<file path="src/rtl/dm_sba_slave_mem.sv">
// System-bus responder for the debug module's SBA master: a small
// byte-enabled register-file memory behind a req/gnt/r_valid handshake
// with programmable grant delay and response latency. Out-of-range
// accesses are answered with an error flag instead of touching memory.
module dm_sba_slave_mem #(
    parameter int unsigned         BusWidth    = 32,
    parameter int unsigned         Depth       = 16,
    parameter logic [BusWidth-1:0] BaseAddr    = '0,
    parameter int unsigned         GntDelay    = 0,
    parameter int unsigned         RespLatency = 1
) (
    input  logic                  clk_i,
    input  logic                  rst_ni,
    input  logic                  slave_req_i,
    input  logic [BusWidth-1:0]   slave_add_i,
    input  logic                  slave_we_i,
    input  logic [BusWidth-1:0]   slave_wdata_i,
    input  logic [BusWidth/8-1:0] slave_be_i,
    output logic                  slave_gnt_o,
    output logic                  slave_r_valid_o,
    output logic [BusWidth-1:0]   slave_r_rdata_o,
    output logic                  slave_err_o,
    output logic                  busy_o
);

    localparam int unsigned NumBytes = BusWidth / 8;
    localparam int unsigned OffBits  = $clog2(NumBytes);
    localparam int unsigned IdxBits  = $clog2(Depth);
    localparam int unsigned WordW    = BusWidth - OffBits;
    localparam int unsigned MaxCnt   = (GntDelay > RespLatency) ? GntDelay : RespLatency;
    localparam int unsigned CntW     = (MaxCnt < 2) ? 1 : $clog2(MaxCnt);

    localparam logic [CntW-1:0]  GntInit  = CntW'((GntDelay > 0) ? (GntDelay - 1) : 0);
    localparam logic [CntW-1:0]  RespInit = CntW'(RespLatency - 1);
    localparam logic [WordW-1:0] DepthW   = WordW'(Depth);

    typedef enum logic [1:0] {
        Idle,
        GntWait,
        Resp
    } state_e;

    state_e               state_q, state_d;
    logic [CntW-1:0]      cnt_q, cnt_d;
    logic                 busy_q;
    logic [BusWidth-1:0]  rdata_q;
    logic                 err_q;
    logic [BusWidth-1:0]  mem_q [Depth];

    logic                 gnt;
    logic                 rValid;
    logic [WordW-1:0]     wordOff;
    logic [IdxBits-1:0]   wordIdx;
    logic                 inRange;
    logic                 doWrite;
    logic [BusWidth-1:0]  readWord;

    // Word offset is taken on the word-aligned address bits only; since
    // BaseAddr is aligned this equals (add - BaseAddr) >> OffBits. The
    // full-width compare keeps addresses below the base from wrapping in.
    assign wordOff  = slave_add_i[BusWidth-1:OffBits] - BaseAddr[BusWidth-1:OffBits];
    assign inRange  = (slave_add_i >= BaseAddr) && (wordOff < DepthW);
    assign wordIdx  = wordOff[IdxBits-1:0];
    assign doWrite  = gnt && slave_we_i && inRange;
    assign readWord = mem_q[wordIdx];

    // Handshake sequencing: grant after the programmed delay, then count
    // down the response latency and pulse r_valid for one cycle.
    always_comb begin
        state_d = state_q;
        cnt_d   = cnt_q;
        gnt     = 1'b0;
        rValid  = 1'b0;
        unique case (state_q)
            Idle: begin
                if (slave_req_i) begin
                    if (GntDelay == 0) begin
                        gnt     = 1'b1;
                        state_d = Resp;
                        cnt_d   = RespInit;
                    end else begin
                        state_d = GntWait;
                        cnt_d   = GntInit;
                    end
                end
            end
            GntWait: begin
                if (!slave_req_i) begin
                    state_d = Idle;
                end else if (cnt_q == '0) begin
                    gnt     = 1'b1;
                    state_d = Resp;
                    cnt_d   = RespInit;
                end else begin
                    cnt_d = cnt_q - 1'b1;
                end
            end
            Resp: begin
                if (cnt_q == '0) begin
                    rValid  = 1'b1;
                    state_d = Idle;
                end else begin
                    cnt_d = cnt_q - 1'b1;
                end
            end
            default: state_d = Idle;
        endcase
    end

    // State, latency counter and the registered busy flag.
    always_ff @(posedge clk_i or negedge rst_ni) begin
        if (!rst_ni) begin
            state_q <= Idle;
            cnt_q   <= '0;
            busy_q  <= 1'b0;
        end else begin
            state_q <= state_d;
            cnt_q   <= cnt_d;
            busy_q  <= (state_d != Idle);
        end
    end

    // Memory array: byte-masked writes at the grant edge, cleared on reset.
    always_ff @(posedge clk_i or negedge rst_ni) begin
        if (!rst_ni) begin
            for (int w = 0; w < int'(Depth); w++) begin
                mem_q[w] <= '0;
            end
        end else if (doWrite) begin
            for (int b = 0; b < int'(NumBytes); b++) begin
                if (slave_be_i[b]) begin
                    mem_q[wordIdx][8*b +: 8] <= slave_wdata_i[8*b +: 8];
                end
            end
        end
    end

    // Response register: read data (or zero for writes and errors) and the
    // error flag are captured at the grant edge and held until the next one.
    always_ff @(posedge clk_i or negedge rst_ni) begin
        if (!rst_ni) begin
            rdata_q <= '0;
            err_q   <= 1'b0;
        end else if (gnt) begin
            rdata_q <= (slave_we_i || !inRange) ? '0 : readWord;
            err_q   <= !inRange;
        end
    end

    assign slave_gnt_o     = gnt;
    assign slave_r_valid_o = rValid;
    assign slave_r_rdata_o = rdata_q;
    assign slave_err_o     = rValid & err_q;
    assign busy_o          = busy_q;

endmodule

</file>
<file path="config.mk">
export PLATFORM = sky130hd
export DESIGN_NAME = dm_sba_slave_mem
export DESIGN_NICKNAME = d
export VERILOG_FILES = /design/src/rtl/dm_sba_slave_mem.sv
export SDC_FILE = /design/constraint.sdc
export NUM_CORES = 1
export LEC_CHECK = 0
export BUFFER_PORTS_ARGS = -buffer_cell sky130_fd_sc_hd__buf_2
export CORE_ASPECT_RATIO = 1.5
export CORE_UTILIZATION = 45
export CTS_CLUSTER_SIZE = 10
export DETAILED_ROUTE_END_ITERATION = 16
export GPL_ROUTABILITY_DRIVEN = 0
export GPL_TIMING_DRIVEN = 0
export PLACE_DENSITY = 0.76
export SLEW_MARGIN = 40
export SYNTH_ARGS = -nofsm -noshare
export SYNTH_HDL_FRONTEND = slang
export SYNTH_SLANG_ARGS = --single-unit
</file>
<file path="constraint.sdc">
create_clock -name clk_i -period 2.2 [get_ports clk_i]
set_input_delay 0.11 -clock clk_i [delete_from_list [all_inputs] [get_ports clk_i]]
set_output_delay 0.11 -clock clk_i [all_outputs]
set_load 0.02 [all_outputs]
</file>
Yosys cells after proc, flatten, opt, wreduce, memory -nomap -nowiden --
Cells that the tools add are included.
Word-level totals: bits in registers 549, input bits 72
Operators by class: reductions and logical operators 10, bitwise operators 2, eq/ne operators 4, magnitude comparators 4, multiplexer cells 37, add/subtract/negate cells 1
Operators with widths (count):
- 512-bit two-way mux | 7
- 512-bit bitwise mux | 4
- 32-bit demux with 4-bit select | 4
- 32-bit binary-select mux with 4-bit select | 1
- 32-bit two-way mux | 4
- 32-bit by 1-bit greater-or-equal comparator with 1-bit output, second input constant | 1
- 30-bit by 5-bit < comparator with 1-bit output, second input constant | 1
- 24-bit two-way mux | 1
- 16-bit two-way mux | 1
- 2-bit two-way mux | 4
- 8-bit two-way mux | 1
- 1-bit two-way mux | 7
- 2-bit one-hot mux with 3 select lines | 1
- 5-bit greater-or-equal comparator, second input constant | 1
- 5-bit by 1-bit < comparator with 1-bit output, second input constant | 1
- 4-bit NOT with 5-bit output | 1
- 1-bit logical AND | 4
- 2-bit inequality test, second input constant | 2
- 1-bit one-hot mux with 3 select lines | 1
- 3-bit AND reduction | 1
- 3-bit nonzero test | 1
- 2-bit by 1-bit == test with 1-bit output, second input constant | 1
- 2-bit == test, second input constant | 1
- 2-bit logical NOT | 1
- 6 further kinds | 6

Longest topological paths before layout --
Gate-level depths: netlist (run 1).
word-level depth 16, mapped depth 8, depth with buffers taken out 4

Worst setup path after synthesis (run 1) --
Ideal clock, no wire load.
path kind reg-to-reg, start register state_q[1], end register mem_q[384] (netlist name), cell stages (with the launch flop) 7, period minus slack after synthesis 2.104 ns, buffers on the path 2, setup slack 0.096 ns, required time 2.075 ns, data arrival time 1.980 ns, cells stage by stage dfrtp_1 nor4b_1 nand4_1 buf_2 buf_4 nor3_2 mux2_2
Between the ends: cells in the longest elaborated chain, start to end 4, elaborated cells between the ends (all ways) 5
RTL lines:
- start, declared | RTL line 43 | state_e state_q, state_d;
- start signal, assigned | RTL line 113 | state_q <= Idle;
- start signal, assigned | RTL line 117 | state_q <= state_d;
- 2-bit by 1-bit == test with 1-bit output / 2-bit logical NOT (equally long branches) | RTL line 74 | unique case (state_q)
- 1-bit one-hot mux with 2 select lines * | RTL line 74
- 1-bit logical AND * (2 in series) | RTL line 64 | assign doWrite = gnt && slave_we_i && inRange;
- end signal, assigned by index | RTL line 132 | mem_q[wordIdx][8*b +: 8] <= slave_wdata_i[8*b +: 8];
- end, declared | RTL line 48 | logic [BusWidth-1:0] mem_q [Depth];
Mark *: on every way between the ends. The rest lies on a longest branch, timed or not. A chain may end at the register's enable or synchronous reset.

Worst setup path after layout (run 1) --
start input slave_add_i[3], end register mem_q[286] (netlist name)
Between the ends: cells in the longest elaborated chain, start to end 13, elaborated cells between the ends (all ways) 24
RTL lines:
- start, declared | RTL line 15 | input logic [BusWidth-1:0] slave_add_i,
- 4-bit NOT with 5-bit output (not written as such) | RTL line 132
- 32-bit demux with 4-bit select | RTL line 132
- 512-bit bitwise mux | RTL line 132
- 512-bit two-way mux | RTL line 131 | if (slave_be_i[b]) begin
- 512-bit two-way mux | RTL line 129 | end else if (doWrite) begin
- 512-bit bitwise mux | RTL line 132
- 512-bit two-way mux | RTL line 131
- 512-bit two-way mux | RTL line 129
- 512-bit bitwise mux | RTL line 132
- 512-bit two-way mux | RTL line 131
- 512-bit two-way mux | RTL line 129
- 512-bit bitwise mux | RTL line 132
- 512-bit two-way mux | RTL line 131
Several ways; a longest one is shown, not always the timed one. The select of a mux whose other input is x is not followed.

==> impl_metrics.toml, run 1 <==
[layout]
drive_gt1_frac = 0.446
syn_to_final_growth_pct = 23.3
final_util = 0.563
final_net_count = 2132
design_area_um2 = 31500

[synth]
syn-mean-instance-area_um2 = 14.4
post-synth-top-count-cell = "dfrtp_1"
yosysTopAreaCellShare = 0.536
synth_area_um2 = 25600
synth_top_area_cell = "dfrtp_1"
yosysSeqAreaShare = 0.536
synth-seq-cells = 548
ys_types = 35
yosys-top-cells-area = "dfrtp_1 54%, mux2_2 22%, mux2i_1 7.5%"
synth_common_cells = "548 x dfrtp_1, 490 x mux2_2, 192 x mux2i_1"
syn_inst = 1778
yosys_warnings = 0
synth-edff-count = 0
syn-num-nets = 1850
yosys_most_used_dff = "dfrtp_1"
async_reset_ff_frac = 1.00

[sta]
max_freq_ghz = 0.392
setup_slack_ns = -0.353
hold_viol_final = 0
period_share = 1.16
setup_violations = 501
grt_setup_unrepaired = "true"
slew_headroom = 0.396
drv_slew = 0
fin_crit_ns = 2.55
worstMarginPinSlew_ns = 0.906
finalClockSkew_ns = 0.0123

[clock_tree]
clk_latency_ns = 0.61
htreeDepth = 2
cts-buffers-inserted = 60
clockBufferDepth = 3
clk_pin_slew_ns = 0.05
numClockSinks = 548
cts_tree = "yes"
cts_root_buffer = "clkbuf_16"

[detailed_routing]
drtPass1Iterations = 7
ant_nets = 0
vias = 17600
routed_wl_mm = 80.3
avgRoutedWirePerCell_um = 28.5
drt_iter0_drc = 1515
routed_via_density = 6.23
drc = 0

[global_route]
overflow = 0
grt_pass1_vias = 19000
grt_use_total = 0.269
grt_max_degree = 81
antenna_found_initial = 1
grt_pass1_wl_mm = 116

[die]
die_w_um = 197
dieArea_um2 = 57800
io_pins = 108
fp.coreArea_um2 = 56000
start_util = 0.457
std_cell_rows = 106
die_h_um = 294

[placed_design]
dpl_cell_area_um2 = 27400
port-buffer-count = 101
hpwl_mm = 49.8

[setup_path]
required_ns = 2.69
startpoint_type = "input pin"
path_max_fanout = 17
arrival_ns = 3.04
crit_path_end_kind = "register"
regToRegSetupSlack_ns = -0.32
path_class = "in2reg"

[min_path]
hp-class = "in2async"

[pwr]
clkPwrFrac = 0.436
p_sw_w = 0.00472
combPwrFrac = 0.061
p_int_w = 0.0153
power_density_nw_per_um2 = 637
pwr-share-seq = 0.503
sw_frac_of_total = 0.235
leakage_nw = 15.6
ir_drop_v = 0.000517

[outcome]
status = "finished, violations left"
failed_checks = "negative setup slack"

[flow_run]
drv_cap = 0
-- cell type report --
class / count / area, µm²
multi-input cells: 1108 / 12100
plain buffers: 116 / 594
repair buffers: 223 / 2530
diodes: 1 / 2.50
well taps: 756 / 946
clock buffers: 63 / 1570
fillers: 4239 / 24500
flip-flops and latches: 548 / 13700
inverters: 3 / 11.3
clock inverters: 1 / 16.3
-- flip-flops by register name (all words and copies together) (netlist names) --
signal and cells:
state_q 2, mem_q 512, slave_r_rdata_o 32, busy_o 1, err_q 1
-- repair_timing --
| item | in CTS | in global routing |
|---|---|---|
| buffers inserted | 72 | 5 |
| resized for setup | 31 | 172 |
| gates cloned | 1 | 3 |
| hold buffers | 34 | 0 |
| endpoints found under the hold margin | 372 | 0 |
| endpoints found under the setup margin | 544 | 436 |
| pin swaps | 63 | 37 |
-- through the flow --
step | setup slack, ns | power [W] | hold WS [ns] | instances | TNS (ns)
CTS | 0.00158 | 0.0200 | 0.0254 | 2811 | 0
detailed placement | -0.923 | 0.0114 | -0.00159 | 2642 | -372.89
global route | -0.464 | 0.0206 | 0.0768 | 2818 | -103.66
finish | -0.353 | 0.0201 | 0.0637 | 2819 | -76.41
floorplan | 0.0958 | 0.0107 | -0.186 | 1778 | 0
global placement | -9.50 | 0.0113 | 0.416 | 2635 | -5572.18
-- logic make-up (layout without fill, tap and decap cells) --
logic type             after synthesis  count (layout)  synth area share
and+or+nand+nor                    210             210            0.0646
other                                1               2          0.000147
muxes                              736             736             0.331
AOI/OAI and AO/OA                  161             161            0.0474
buffers and inverters              122             406            0.0202
DFF                                548             548             0.536
-- worst max-delay path, stage by stage --
cell	delay, ns
buf_2	0.38
buf_1	0.73
nand3_1	0.74
nor3_4	0.53
buf_6	0.19
mux2_2	0.34
-- power by group through the flow --
stage	combinational [W]	clock, W	sequential, W
2_1_floorplan	0.000447	0	0.0103
3_3_place_gp	0.00104	0	0.0103
3_5_place_dp	0.00111	0	0.0103
4_1_cts	0.00117	0.00877	0.0101
5_1_grt	0.00130	0.00921	0.0101
6_report	0.00122	0.00875	0.0101
-- cells in the final DEF (no fill, tap or decap), types with 4 or more instances in the layout --
cell type | netlist | layout
dfrtp_1 | 548 | 547
mux2_2 | 490 | 347
mux2i_1 | 192 | 192
mux2_4 | 16 | 165
buf_2 | 13 | 116
clkbuf_1 | 86 | 69
buf_12 | 0 | 66
clkbuf_16 | 0 | 65
nor3_4 | 30 | 64
o22ai_1 | 64 | 64
nand2_1 | 44 | 44
and2_1 | 36 | 36
dlygate4sd3_1 | 0 | 33
o221ai_1 | 32 | 32
nor3_1 | 32 | 32
mux4_2 | 32 | 32
a2111oi_0 | 32 | 32
a211oi_1 | 32 | 31
buf_6 | 3 | 16
clkbuf_2 | 0 | 13
buf_4 | 5 | 7
buf_16 | 0 | 7
nand3_1 | 6 | 6
nor2b_1 | 5 | 5
nand2b_1 | 4 | 4
clkbuf_4 | 0 | 4
-- layer usage --
layer  vias to the layer above  global-route usage  share of wire
met5                         -                   0        0.00015
met4                         2               0.172          0.068
met3                       349              0.0737          0.083
met2                       925               0.453           0.49
met1                      9089               0.301           0.36
li1                       7203                   -              -
-- final timing paths --
path	end	from	cells past startpoint
worst max-delay path	mem_q[286]$_DFFE_PN0P_	slave_add_i[3]	6
worst min-delay path	mem_q[68]$_DFFE_PN0P_	rst_ni	3
worst max register to register	mem_q[286]$_DFFE_PN0P_	state_q[1]$_DFF_PN0_	8
worst min register to register	mem_q[283]$_DFFE_PN0P_	mem_q[283]$_DFFE_PN0P_	1
max in group asynchronous	mem_q[434]$_DFFE_PN0P_	rst_ni	5
min in group clk_i	err_q$_DFFE_PN0N_	slave_add_i[6]	3
Power figures use the tool's default switching activity.
==> run 2, diff against run 1 <==
--- a/config.mk
+++ b/config.mk
@@ -5,6 +5,7 @@
 export SDC_FILE = /design/constraint.sdc
 export NUM_CORES = 1
 export LEC_CHECK = 0
+export ABC_CLOCK_PERIOD_IN_PS = 2200
 export BUFFER_PORTS_ARGS = -buffer_cell sky130_fd_sc_hd__buf_2
 export CORE_ASPECT_RATIO = 1.5
 export CORE_UTILIZATION = 45
==> constraint.sdc (replaced) <==
create_clock -name clk_i -period 2.2 [get_ports clk_i]
set_input_delay 0.44 -clock clk_i [delete_from_list [all_inputs] [get_ports clk_i]]
set_output_delay 0.44 -clock clk_i [all_outputs]
set_load 0.02 [all_outputs]
==> run 2 against run 1 <==
The run still ends with negative setup slack left; utilization is 0.93 points lower; first-iteration DRC count decreased by 0.26%; largest cell class unchanged; combinational power about the same; power decreased by 0.60%; clock skew rose by 0.010 ns.
==> impl_metrics.toml, run 2 (synthesis gave the netlist of run 1 again) <==
[sta]
drv_slew = 0
grt_setup_unrepaired = "true"
worstMarginPinSlew_ns = 0.887
fin_crit_ns = 2.30
max_freq_ghz = 0.435
period_share = 1.05
slew_headroom = 0.409
setup_slack_ns = -0.0993
hold_slack_ns = 0.155
fin_tns_setup_ns = -1.53
setup_violations = 47
finalClockSkew_ns = 0.0223
hold_viol_final = 0

[clock_tree]
cts_root_buffer = "clkbuf_16"
cts_tree = "yes"
clk_pin_slew_ns = 0.05
cts-buffers-inserted = 60
clk_latency_ns = 0.61
clockBufferDepth = 3
numClockSinks = 548
htreeDepth = 2

[min_path]
holdPathStages = 2
hp-class = "in2reg"

[setup_path]
crit_path_end_kind = "register"
path_class = "in2reg"
startpoint_type = "input pin"
r2r_cells = 8
slowest_stage = "clkbuf_1"
required_ns = 2.65
path_max_fanout = 10
worstPathCellList = "buf_2 > clkbuf_2 > nand2b_1 > clkbuf_1 > o221ai_1 > nor3_1 > a211oi_1"
max_stage_delay_ns = 0.66
arrival_ns = 2.75

[die]
die_h_um = 294
io_pins = 108
dieArea_um2 = 57800
start_util = 0.457
die_w_um = 197
fp.coreArea_um2 = 56000
std_cell_rows = 106

[global_route]
grt_pass1_wl_mm = 116
grt_max_degree = 80
grt_use_total = 0.271
overflow = 0
grt_pass1_vias = 18900
antenna_found_initial = 6

[layout]
final_net_count = 2112
layout_commonest_cell = "dfrtp_1"
top_register = "mem_q"
drive_gt1_frac = 0.464
largest_reg_flops = 512
layout_common_cells = "547 x dfrtp_1, 460 x mux2_2, 192 x mux2i_1"
final_cells = 2802
syn_to_final_growth_pct = 21.3

[detailed_routing]
drc = 0
avgRoutedWirePerCell_um = 28.1
drt_iter0_drc = 1511
vias = 17400
routed_wl_mm = 78.9
ant_nets = 0
drtPass1Iterations = 5
routed_via_density = 6.20

[pwr]
power.total_w = 0.0199
power_density_nw_per_um2 = 644
ir_drop_v = 0.000629
leakage_nw = 15.5

[outcome]
status = "finished, violations left"
failed_checks = "negative setup slack"

[placed_design]
hpwl_mm = 49.8
place_inst = 2642
post-place-ws_ns = -1.14
port-buffer-count = 101

[flow_run]
drv_cap = 0
run 2: cell types whose count changed in the layout (fill, tap and decap cells not counted), sizes merged:
cell,change
dlygate4sd3,-32
buf,+13
diode,+2
inv,+2
clkbuf,-1
clkinv,-1
run 2: what timing repair did:
item / 4_1_cts / 5_1_grt
endpoints found under the hold margin: 43 / 0
setup endpoints to repair: 547 / 594
pin swaps: 65 / 37
gates cloned: 0 / 5
hold buffers: 2 / 0
buffers inserted: 75 / 11
gates resized for setup: 50 / 78
run 2: worst paths after layout:
path	startpoint	to	slack, ns
min in group asynchronous	rst_ni	mem_q[133]$_DFFE_PN0P_	0.47
setup reg to reg	state_q[1]$_DFF_PN0_	mem_q[298]$_DFFE_PN0P_	-0.03
max in group asynchronous	rst_ni	mem_q[16]$_DFFE_PN0P_	0.27
hold / removal	slave_wdata_i[1]	mem_q[33]$_DFFE_PN0P_	0.15
setup / recovery	slave_add_i[3]	slave_r_rdata_o[20]$_DFFE_PN0N_	-0.1
hold reg to reg	mem_q[191]$_DFFE_PN0P_	mem_q[191]$_DFFE_PN0P_	0.48
run 2: critical path: cells and delay by family:
kind | cells | cell delay, ns
simple gates | 2 | 0.70
compound gates | 2 | 0.29
buf+inv | 3 | 1.30
run 2: final cells by class:
type                       count  area (µm²)
multi-input combinational   1108       11700
antenna                        3        7.51
buffer                       118         701
clock inverter                 2        17.5
tap                          756         946
fill                        4340       25000
clock buffer                  63        1530
timing repair buffer         201        2320
inverter                       3        13.8
sequential                   548       13700
run 2: metrics by stage:
step | utilization | cell area [µm²]
3_3_place_gp | 0.484 | 27100
6_report | 0.554 | 31000
3_5_place_dp | 0.490 | 27400
2_1_floorplan | - | 25600
4_1_cts | 0.545 | 30500
5_1_grt | 0.554 | 31000
run 2: where the power goes:
group,internal [W],switching (W),leakage [nW],total (W)
logic,0.000314,0.000891,7.07,0.00120
registers,0.0101,0.00000335,7.65,0.0101
clock network,0.00484,0.00381,0.763,0.00865
run 2: routing by layer:
metal / GRT usage / vias to the layer above / part of all wire
li1: - / 7174 / -
met1: 0.298 / 9048 / 0.35
met2: 0.466 / 826 / 0.51
met3: 0.0596 / 325 / 0.069
met4: 0.185 / 6 / 0.071
met5: 0 / - / 0.00044
